**config.mk**
```make
export PLATFORM = sky130hd
export DESIGN_NAME = data_mem_responder
export DESIGN_NICKNAME = d
export VERILOG_FILES = /design/src/rtl/data_mem_responder_pkg.sv /design/src/rtl/data_mem_responder_rr_arbiter.sv /design/src/rtl/data_mem_responder.sv
export SDC_FILE = /design/constraint.sdc
export NUM_CORES = 2
export LEC_CHECK = 0
export ABC_AREA = 1
export CAP_MARGIN = 20
export CORE_AREA = 4 4 447 449
export CTS_CLUSTER_SIZE = 24
export DETAILED_ROUTE_END_ITERATION = 10
export DIE_AREA = 0 0 451 453
export PLACE_DENSITY = 0.63
export RECOVER_POWER = 100
export SLEW_MARGIN = 20
export SYNTH_ARGS = -nofsm -noshare
export SYNTH_HDL_FRONTEND = slang
export SYNTH_HIERARCHICAL = 1
export SYNTH_SLANG_ARGS = --single-unit
```
**constraint.sdc**
```tcl
create_clock -name clk -period 9 [get_ports clk]
set_input_delay 1.8 -clock clk [delete_from_list [all_inputs] [get_ports clk]]
set_output_delay 1.8 -clock clk [all_outputs]
set_load 0.05 [all_outputs]
```
**src/rtl/data_mem_responder_pkg.sv**
```systemverilog
// Shared types and source-index encoding for the data memory responder.
// Source 2c is the write of channel c, source 2c+1 is the read of channel c.
package data_mem_responder_pkg;

  typedef enum logic [1:0] {
    ST_IDLE,
    ST_BUSY,
    ST_RESPOND
  } state_t;

  localparam int STATS_BITS = 16;

  function automatic int src_index(input int channel, input bit is_read);
    return 2 * channel + (is_read ? 1 : 0);
  endfunction

  function automatic int src_channel(input int src);
    return src / 2;
  endfunction

  function automatic bit src_is_read(input int src);
    return (src % 2) == 1;
  endfunction

endpackage

```
**src/rtl/data_mem_responder_rr_arbiter.sv**
```systemverilog
// Combinational round-robin arbiter: grants the first requesting source
// at or after the pointer, returning both a one-hot grant and its index.
module rr_arbiter #(
  parameter int NUM_SRC  = 8,
  parameter int IDX_BITS = $clog2(NUM_SRC)
) (
  input  logic [NUM_SRC-1:0]  req,
  input  logic [IDX_BITS-1:0] ptr,
  output logic [NUM_SRC-1:0]  grant,
  output logic [IDX_BITS-1:0] grant_idx
);

  logic [IDX_BITS-1:0] cand;
  logic                found;

  // NOTE: every variable written here gets a default first, so no path
  // through the loop can leave it unassigned and infer a latch.
  always_comb begin
    grant     = '0;
    grant_idx = '0;
    cand      = '0;
    found     = 1'b0;
    for (int i = 0; i < NUM_SRC; i++) begin
      cand = IDX_BITS'((int'(ptr) + i) % NUM_SRC);
      if (!found && req[cand]) begin
        found       = 1'b1;
        grant[cand] = 1'b1;
        grant_idx   = cand;
      end
    end
  end

endmodule

```
**src/rtl/data_mem_responder.sv**
```systemverilog
// Single-port data memory shared by NUM_CHANNELS LSU channels, serviced one
// request at a time. Define DATA_MEM_RESPONDER_STATS_EN for access counters.
module data_mem_responder
  import data_mem_responder_pkg::*;
#(
  parameter int ADDR_BITS    = 8,
  parameter int DATA_BITS    = 8,
  parameter int NUM_CHANNELS = 4,
  parameter int LATENCY      = 2
) (
  input  logic                    clk,
  input  logic                    reset,
  input  logic [NUM_CHANNELS-1:0] read_valid,
  input  logic [ADDR_BITS-1:0]    read_address [NUM_CHANNELS],
  output logic [NUM_CHANNELS-1:0] read_ready,
  output logic [DATA_BITS-1:0]    read_data    [NUM_CHANNELS],
  input  logic [NUM_CHANNELS-1:0] write_valid,
  input  logic [ADDR_BITS-1:0]    write_address[NUM_CHANNELS],
  input  logic [DATA_BITS-1:0]    write_data   [NUM_CHANNELS],
  output logic [NUM_CHANNELS-1:0] write_ready
`ifdef DATA_MEM_RESPONDER_STATS_EN
  ,
  output logic [STATS_BITS-1:0]   read_count,
  output logic [STATS_BITS-1:0]   write_count
`endif
);

  localparam int NUM_SRC  = 2 * NUM_CHANNELS;
  localparam int SRC_BITS = $clog2(NUM_SRC);
  localparam int DEPTH    = 1 << ADDR_BITS;

  logic [DATA_BITS-1:0] mem [DEPTH];

  state_t               state;
  logic [SRC_BITS-1:0]  ptr;
  logic [3:0]           cnt;
  logic [SRC_BITS-1:0]  lat_src;
  logic [ADDR_BITS-1:0] lat_addr;
  logic [DATA_BITS-1:0] lat_wdata;

  logic [NUM_SRC-1:0]   req;
  logic [NUM_SRC-1:0]   grant;
  logic [SRC_BITS-1:0]  arb_idx;
  logic [ADDR_BITS-1:0] sel_addr;
  logic [DATA_BITS-1:0] sel_wdata;

  for (genvar c = 0; c < NUM_CHANNELS; c++) begin : g_req
    assign req[src_index(c, 1'b0)] = write_valid[c];
    assign req[src_index(c, 1'b1)] = read_valid[c];
  end

  rr_arbiter #(
    .NUM_SRC  (NUM_SRC),
    .IDX_BITS (SRC_BITS)
  ) u_arb (
    .req       (req),
    .ptr       (ptr),
    .grant     (grant),
    .grant_idx (arb_idx)
  );

  always_comb begin
    sel_addr  = '0;
    sel_wdata = '0;
    for (int c = 0; c < NUM_CHANNELS; c++) begin
      if (src_channel(int'(arb_idx)) == c) begin
        sel_addr  = src_is_read(int'(arb_idx)) ? read_address[c] : write_address[c];
        sel_wdata = write_data[c];
      end
    end
  end

  // NOTE: the storage array is cleared by reset, so it is built from
  // flops rather than a RAM macro; only the granted word changes per access.
  always_ff @(posedge clk) begin
    if (reset) begin
      state       <= ST_IDLE;
      ptr         <= '0;
      cnt         <= '0;
      lat_src     <= '0;
      lat_addr    <= '0;
      lat_wdata   <= '0;
      read_ready  <= '0;
      write_ready <= '0;
      for (int c = 0; c < NUM_CHANNELS; c++) read_data[c] <= '0;
      for (int i = 0; i < DEPTH; i++) mem[i] <= '0;
`ifdef DATA_MEM_RESPONDER_STATS_EN
      read_count  <= '0;
      write_count <= '0;
`endif
    end else begin
      case (state)
        ST_IDLE: begin
          if (|grant) begin
            lat_src   <= arb_idx;
            lat_addr  <= sel_addr;
            lat_wdata <= sel_wdata;
            ptr       <= SRC_BITS'((int'(arb_idx) + 1) % NUM_SRC);
            cnt       <= 4'(LATENCY - 1);
            state     <= ST_BUSY;
          end
        end
        ST_BUSY: begin
          if (cnt == 4'd0) begin
            for (int c = 0; c < NUM_CHANNELS; c++) begin
              if (src_channel(int'(lat_src)) == c) begin
                if (lat_src[0]) begin
                  read_data[c]  <= mem[lat_addr];
                  read_ready[c] <= 1'b1;
                end else begin
                  write_ready[c] <= 1'b1;
                end
              end
            end
            if (!lat_src[0]) mem[lat_addr] <= lat_wdata;
`ifdef DATA_MEM_RESPONDER_STATS_EN
            if (lat_src[0] && read_count != '1) read_count <= read_count + 1'b1;
            if (!lat_src[0] && write_count != '1) write_count <= write_count + 1'b1;
`endif
            state <= ST_RESPOND;
          end else begin
            cnt <= cnt - 4'd1;
          end
        end
        ST_RESPOND: begin
          // Ready is held until the granted source itself withdraws its valid.
          if (!req[lat_src]) begin
            read_ready  <= '0;
            write_ready <= '0;
            state       <= ST_IDLE;
          end
        end
        default: state <= ST_IDLE;
      endcase
    end
  end

endmodule

```
# ---- After elaboration in Yosys (flattened, before gate mapping)
# Memory sizes are Yosys's and may differ from the RTL's. A register that Yosys moved wholly into a read port is not among the register bits.
# Cells that the tools add are included.
# W data, S select, Z words.
dict set report op_classes {
  addsub 9
  order_cmp 17
  n_eq_ne 18
  n_mux 103
  bitwise_logic 7
  n_reduce_logical 45
}
# op n
set op_table {}
lappend op_table {{$mux W8} 24}
lappend op_table {{$logic_not A32 Y1} 2}
lappend op_table {{$or A8 B8 Y8} 7}
lappend op_table {{$mux W1} 42}
lappend op_table {{$reduce_and A5 Y1} 8}
lappend op_table {{$lt A3 B4 Y1 const B} 9}
lappend op_table {{$bmux W1 S3} 9}
lappend op_table {{$demux W1 S3} 8}
lappend op_table {{$ge A3 B1 Y1 const B} 8}
lappend op_table {{$mux W3} 8}
lappend op_table {{$pmux W4 S2} 3}
lappend op_table {{$mux W4} 5}
lappend op_table {{$ne A2 B2 Y1 const B} 10}
lappend op_table {{$reduce_and A4 Y1} 4}
lappend op_table {{$reduce_or A8 Y1} 2}
lappend op_table {{$logic_and A1 B1 Y1} 15}
lappend op_table {{$add A3 B3 Y3 const B} 4}
lappend op_table {{$eq A2 B2 Y1 const B} 5}
lappend op_table {{$logic_not A1 Y1} 7}
lappend op_table {{$add A3 B1 Y3 const B} 2}
lappend op_table {{$add A3 B2 Y3 const B} 2}
lappend op_table {{$eq A2 B1 Y1 const B} 3}
lappend op_table {{$mux W2} 3}
lappend op_table {{$pmux W2 S3} 1}
lappend op_table {{6 further kinds} 8}
dict set report word_totals {
  regBits 68
  ram_bits 2048
  word_cells 218
  mem_count 1
}
# name depth word_bits rd rd_clocked_by_memory_dff write_ports line
set memory_table {}
lappend memory_table {mem 256 8 1 1 256 data_mem_responder.sv:32} ;# logic [DATA_BITS-1:0] mem [DEPTH];

# ---- Logic depth before layout (Yosys ltp)
dict set report depth {
  ltp_word 31
  ltp_mapped 24
  ltp_nobuf 22
}

# ---- Modules after synthesis
# The synthesis kept the hierarchy.
# module n_inst cells_per_inst area_per_inst_um2
set by_module_without_submodules {}
lappend by_module_without_submodules {data_mem_responder 1 9951 95863.2}
lappend by_module_without_submodules {rr_arbiter 1 303 1453.9}

# ---- Least setup slack after synthesis
# OpenSTA, ideal clock, no wires.
dict set report synth_timing {
  path_kind {input -> register}
  start {input port read_valid[3]}
  end {register cnt[3]}
  setup_ns 0.120
  arrival_ns 3.936
  t_required_ns 8.880
  slack_ns 4.944
  cell_stages 19
  n_path_buf 1
  cell_sequence {nand2_1 nand3_1 nand3_1 nand2_1 inv_2 clkbuf_1 nand3_1 nand2_1 nor2_1 nand3_1 nor2_1 nand3_1 nor4_1 nand2_1 nand3_1 inv_1 nor2_1 o21ai_0 nor3b_1}
}
dict set report synth_via {
  elab_chain_cells 27
  word_cells_on_any_way 55
}
# item line
set synth_rtl {}
lappend synth_rtl {{from (decl)} data_mem_responder.sv:13} ;# input logic [NUM_CHANNELS-1:0] read_valid,
lappend synth_rtl {{$bmux W1 S3} data_mem_responder_rr_arbiter.sv:25} ;# if (!found && req[cand]) begin
lappend synth_rtl {{$mux W1 (implied by the code)} data_mem_responder_rr_arbiter.sv:25}
lappend synth_rtl {{$mux W1} data_mem_responder_rr_arbiter.sv:25}
lappend synth_rtl {{$logic_not A1 Y1} data_mem_responder_rr_arbiter.sv:25}
lappend synth_rtl {{$logic_and A1 B1 Y1} data_mem_responder_rr_arbiter.sv:25}
lappend synth_rtl {{$mux W1} data_mem_responder_rr_arbiter.sv:25}
lappend synth_rtl {{$logic_not A1 Y1} data_mem_responder_rr_arbiter.sv:25}
lappend synth_rtl {{$logic_and A1 B1 Y1} data_mem_responder_rr_arbiter.sv:25}
lappend synth_rtl {{(+12 left out)} n/a}
lappend synth_rtl {{$mux W1} data_mem_responder_rr_arbiter.sv:25}
lappend synth_rtl {{$logic_not A1 Y1} data_mem_responder_rr_arbiter.sv:25}
lappend synth_rtl {{$logic_and A1 B1 Y1} data_mem_responder_rr_arbiter.sv:25}
lappend synth_rtl {{$mux W8 (*)} data_mem_responder_rr_arbiter.sv:25}
lappend synth_rtl {{net grant[1]} data_mem_responder.sv:42} ;# logic [NUM_SRC-1:0] grant;
lappend synth_rtl {{$reduce_or A8 Y1 (*)} data_mem_responder.sv:94} ;# if (|grant) begin
lappend synth_rtl {{$ne A2 B2 Y1 (no line) (*)} n/a}
lappend synth_rtl {{$reduce_and A3 Y1 (no line) (*)} n/a}
lappend synth_rtl {{to (signal assigned)} data_mem_responder.sv:99} ;# cnt <= 4'(LATENCY - 1);
lappend synth_rtl {{to (signal assigned)} data_mem_responder.sv:122} ;# cnt <= cnt - 4'd1;
lappend synth_rtl {{to (decl)} data_mem_responder.sv:36} ;# logic [3:0] cnt;
# Mark *: on every way through the listed nets, which the timed path passes. The rest lies on a longest branch. The select of a mux whose other input is x is not followed.
# A chain may end at the register's enable or synchronous reset.

==> out/qor.csv <==
stage,metric,value,unit
status,status,"complete, but fails checks",
status,violations,"max-capacitance violations, max-slew violations",
route,vias,74570,
grt,grt_use_total,28.20,%
critical_path,crit_fanout,19,
cells_and_area,instances_no_fill,12760,
timing,hold_violations,0,
grt,overflow,0,
floorplan,dieArea,204300,um^2
yosys,synthTopCellsByArea,"edfxtp_1 63%, nand3_1 11%, nand2_1 10%",
clock_network,insertion_delay,870,ps
critical_path,required,9530,ps
min_path,hold_depth,2,
yosys,yosysSeqAreaShare,64.76,%
cells_and_area,layout-drive-gt1-share,4.209,%
critical_path,worstSetupEndpointType,flop,
place,dpl.hpwl,172800,um
critical_path,critPathBufInv,3,
cells_and_area,num-fill-cells,17480,
timing,max_slew.worst_pin.slew,3926,ps
route,post_drt_via_cell_ratio,5.843,
clock_network,cts_sinks,2124,
yosys,yosysTopAreaCell,edfxtp_1,
timing,fin_setup_tns,0,ps
yosys,yosys_warnings,6,
critical_path,slowest_delay,2070,ps
critical_path,cp_slowest_cell,clkbuf_1,
grt,antenna_found_initial,6,
pwr,combinationalPowerShare,31.4,%
min_path,min_from,cnt[1]$_SDFFE_PP0P_,
clock_network,cts_setup_buffers,0,
route,drc,0,
yosys,async_flop_share,0,%
clock_network,cts_resized,0,
route,ant_nets,0,
timing,rsz0062_at_grt,no,
timing,period_minus_slack,7477,ps
yosys,synth_cells,10250,
clock_network,clk_path_buf_depth,3,
timing,drv_slew,305,
critical_path,arrival,8010,ps
floorplan,num_rows,163,
yosys,ys_types,40,
critical_path,cp_top_family,buffers and inverters,
route,drt-total-wl,294700,um
place,placed_area,99950,um^2
yosys,synth-edff-count,2048,
timing,fin_crit_sh,83.08,%
place,dp_cells,12360,
timing,fin_ws,1523,ps
min_path,worstHoldEndpoint,cnt[1]$_SDFFE_PP0P_,
critical_path,r2r_slack,1630,ps
timing,setup_viol,0,
cells_and_area,syn_to_final_growth,9.642,%
timing,fmax,133.7,MHz
floorplan,start_util,49.60,%
timing,maxSlewHeadroom,-161.8,%
pwr,internal-power,18.50,mW
yosys,synth.ff_latch_count,2124,
yosys,syn_avg_cell_area,9.491,um^2
critical_path,r2r_cells,12,
place,gp_congestion,0.9050,
route,drtIter0Drc,9836,
pwr,power_density,280.1,nW/um^2
pwr,leakage,38.11,nW
clock_network,cts_buffers,217,
pwr,p_switching,11.39,mW
pwr,clockPowerShare,30.1,%
clock_network,ctsHoldBuffers,0,
clock_network,clk_pin_slew,60,ps
critical_path,worst_r2r_endpoint,read_data[3]$_SDFFE_PP0P_,
pwr,switching_share,38.10,%
yosys,synth.top_cell.area_share,63.19,%
place,place.port_buffers,145,
critical_path,worst-setup-path-type,input pin to flop,
floorplan,die_h,453,um
min_path,worst_hold_path_type,flop to flop,
grt,grt_pass1_wl,439500,um
cells_and_area,design_area,106700,um^2
floorplan,die_x,451,um
place,place_ws,2618,ps
critical_path,crit_top_cell,nand2_1,
pwr,peakVddDrop,0.1888,mV
route,first_pass_iters,8,
yosys,ys.flop_type,edfxtp_1,
floorplan,core_area,196200,um^2
yosys,synth_area,97320,um^2
clock_network,cts_tree,done,
job,max_cap_violations,19,
clock_network,root_buffer,clkbuf_16,
timing,clock_skew,45.10,ps
cells_and_area,nets,10050,
grt,first_global_vias,71090,
yosys,syn_nets,10370,
floorplan,io_pins,146,
pwr,pwr-share-seq,38.5,%
route,routedWlPerCell,23.09,um
critical_path,critical_path.startpoint_type,input pin,
pwr,total_power,29.89,mW
grt,grt_start_max_net_pins,208,
clock_network,htreeDepth,4,
critical_path,cp_cell_sequence,dlygate4sd3_1 > clkbuf_1 > nor2_1 > nand2_1 > nor3_1 > clkbuf_1 > nand2_1 > nand2_1,
[cell usage in the layout (no fill, tap or decap), drive strengths merged]
master            n
clkdlybuf4s50   103
o2111ai           2
dlygate4sd3      42
a21oi            46
xnor2             1
nor3b             2
o22ai            12
inv              86
nand4            17
a22o              7
o21a              1
clkinvlp          2
a32o              2
nor3             45
nand2          2709
bufinv           20
a211oi            7
buf              74
nor2           2183
clkbuf          292
o221ai            7
o221a             2
o21ai            75
or2               2
o32ai             2
a221oi            8
nand3          2126
clkinv          112
nor4              2
ha                8
edfxtp         2048
diode             1
dfxtp            76
[power groups by stage]
stage,combinational [mW],sequential [mW],clock (mW)
after floorplan,5.99,11.6,0
after global placement,9.19,11.7,0
after detailed placement,9.22,11.7,0
final,9.38,11.5,9.01
after global routing,10.0,11.5,9.50
after CTS,9.25,11.5,9.08
[how the worst max path moves through the flow]
stage	from	endpoint	slack [ps]	cells past startpoint
after global routing	flop	read_data[12]$_SDFFE_PP0P_	1370	12
after detailed placement	read_valid[1]	flop	2620	18
after floorplan	read_valid[3]	cnt[3]$_SDFFE_PP0P_	4940	19
final	reset	mem[118][4]$_SDFFCE_PN0P_	1520	8
after global placement	read_valid[1]	flop	2630	18
after CTS	ptr[1]$_SDFFE_PP0P_	lat_wdata[7]$_SDFFE_PP0P_	3390	19
[layout make-up]
type / instances / area, um^2 / area share (%)
tap: 2640 / 3303 / 3.096
timing repair buffer: 239 / 2307 / 2.162
sequential: 2124 / 63030 / 59.07
inverter: 87 / 419.2 / 0.3928
multi-input combinational: 7266 / 30570 / 28.65
clock inverter: 133 / 1264 / 1.184
clock buffer: 272 / 5802 / 5.437
antenna: 1 / 2.502 / 0.002345
[per-layer routing]
layer  track usage, %  part of all wire, %
met1            38.77                   40
met2            44.83                   46
met3            5.160                   10
met4            10.82                  3.9
met5           0.4897                0.044
[sequential cells by signal (all words and copies together), names as in the netlist, 3 cells and up, named ones only]
name	cells
mem	2048
read_data	32
lat_addr	8
lat_wdata	8
cnt	4
read_ready	4
write_ready	4
lat_src	3
ptr	3
[kinds of logic (layout without fill, tap and decap cells)]
logic type | Yosys count | count (layout) | share of synthesized area, %
buffers and inverters | 864 | 731 | 3.707
other | 0 | 1 | 0
and+or+nand+nor | 7086 | 7086 | 30.38
adders and majority gates | 8 | 8 | 0.1029
xor gates and xnor gates | 1 | 1 | 0.009002
AOI/OAI and AO/OA | 171 | 171 | 1.043
DFF | 2124 | 2124 | 64.76
[cell usage after synthesis (3+ instances only)]
cell type and count:
a211oi_1 7, a21oi_1 46, a221oi_1 8, a22o_1 7
buf_1 66, buf_2 222, buf_4 15, buf_6 4
clkbuf_1 470, clkinv_1 15, dfxtp_1 76, edfxtp_1 2048
ha_1 8, inv_1 63, inv_2 9, nand2_1 2678
nand2_2 30, nand3_1 2123, nand3_2 3, nand4_1 17
nor2_1 2178, nor2_4 4, nor3_1 34, nor3_2 10
o21ai_0 74, o221ai_1 7, o22ai_1 12
[per-stage QoR]
step,util (%),hold slack (ps)
floorplan,-,440.9
global placement,50.94,464.6
detailed placement,50.94,458.3
CTS,54.55,467.5
global route,54.38,496.1
finish,54.38,466.8
[worst min-delay path: cells and delay by family, from the launching register on]
kind | cells | cell delay [ps]
AOI/OAI and AO/OA | 1 | 50
DFF | 1 | 310
and+or+nand+nor | 1 | 60
No activity file was read; power rests on OpenSTA's default activity.
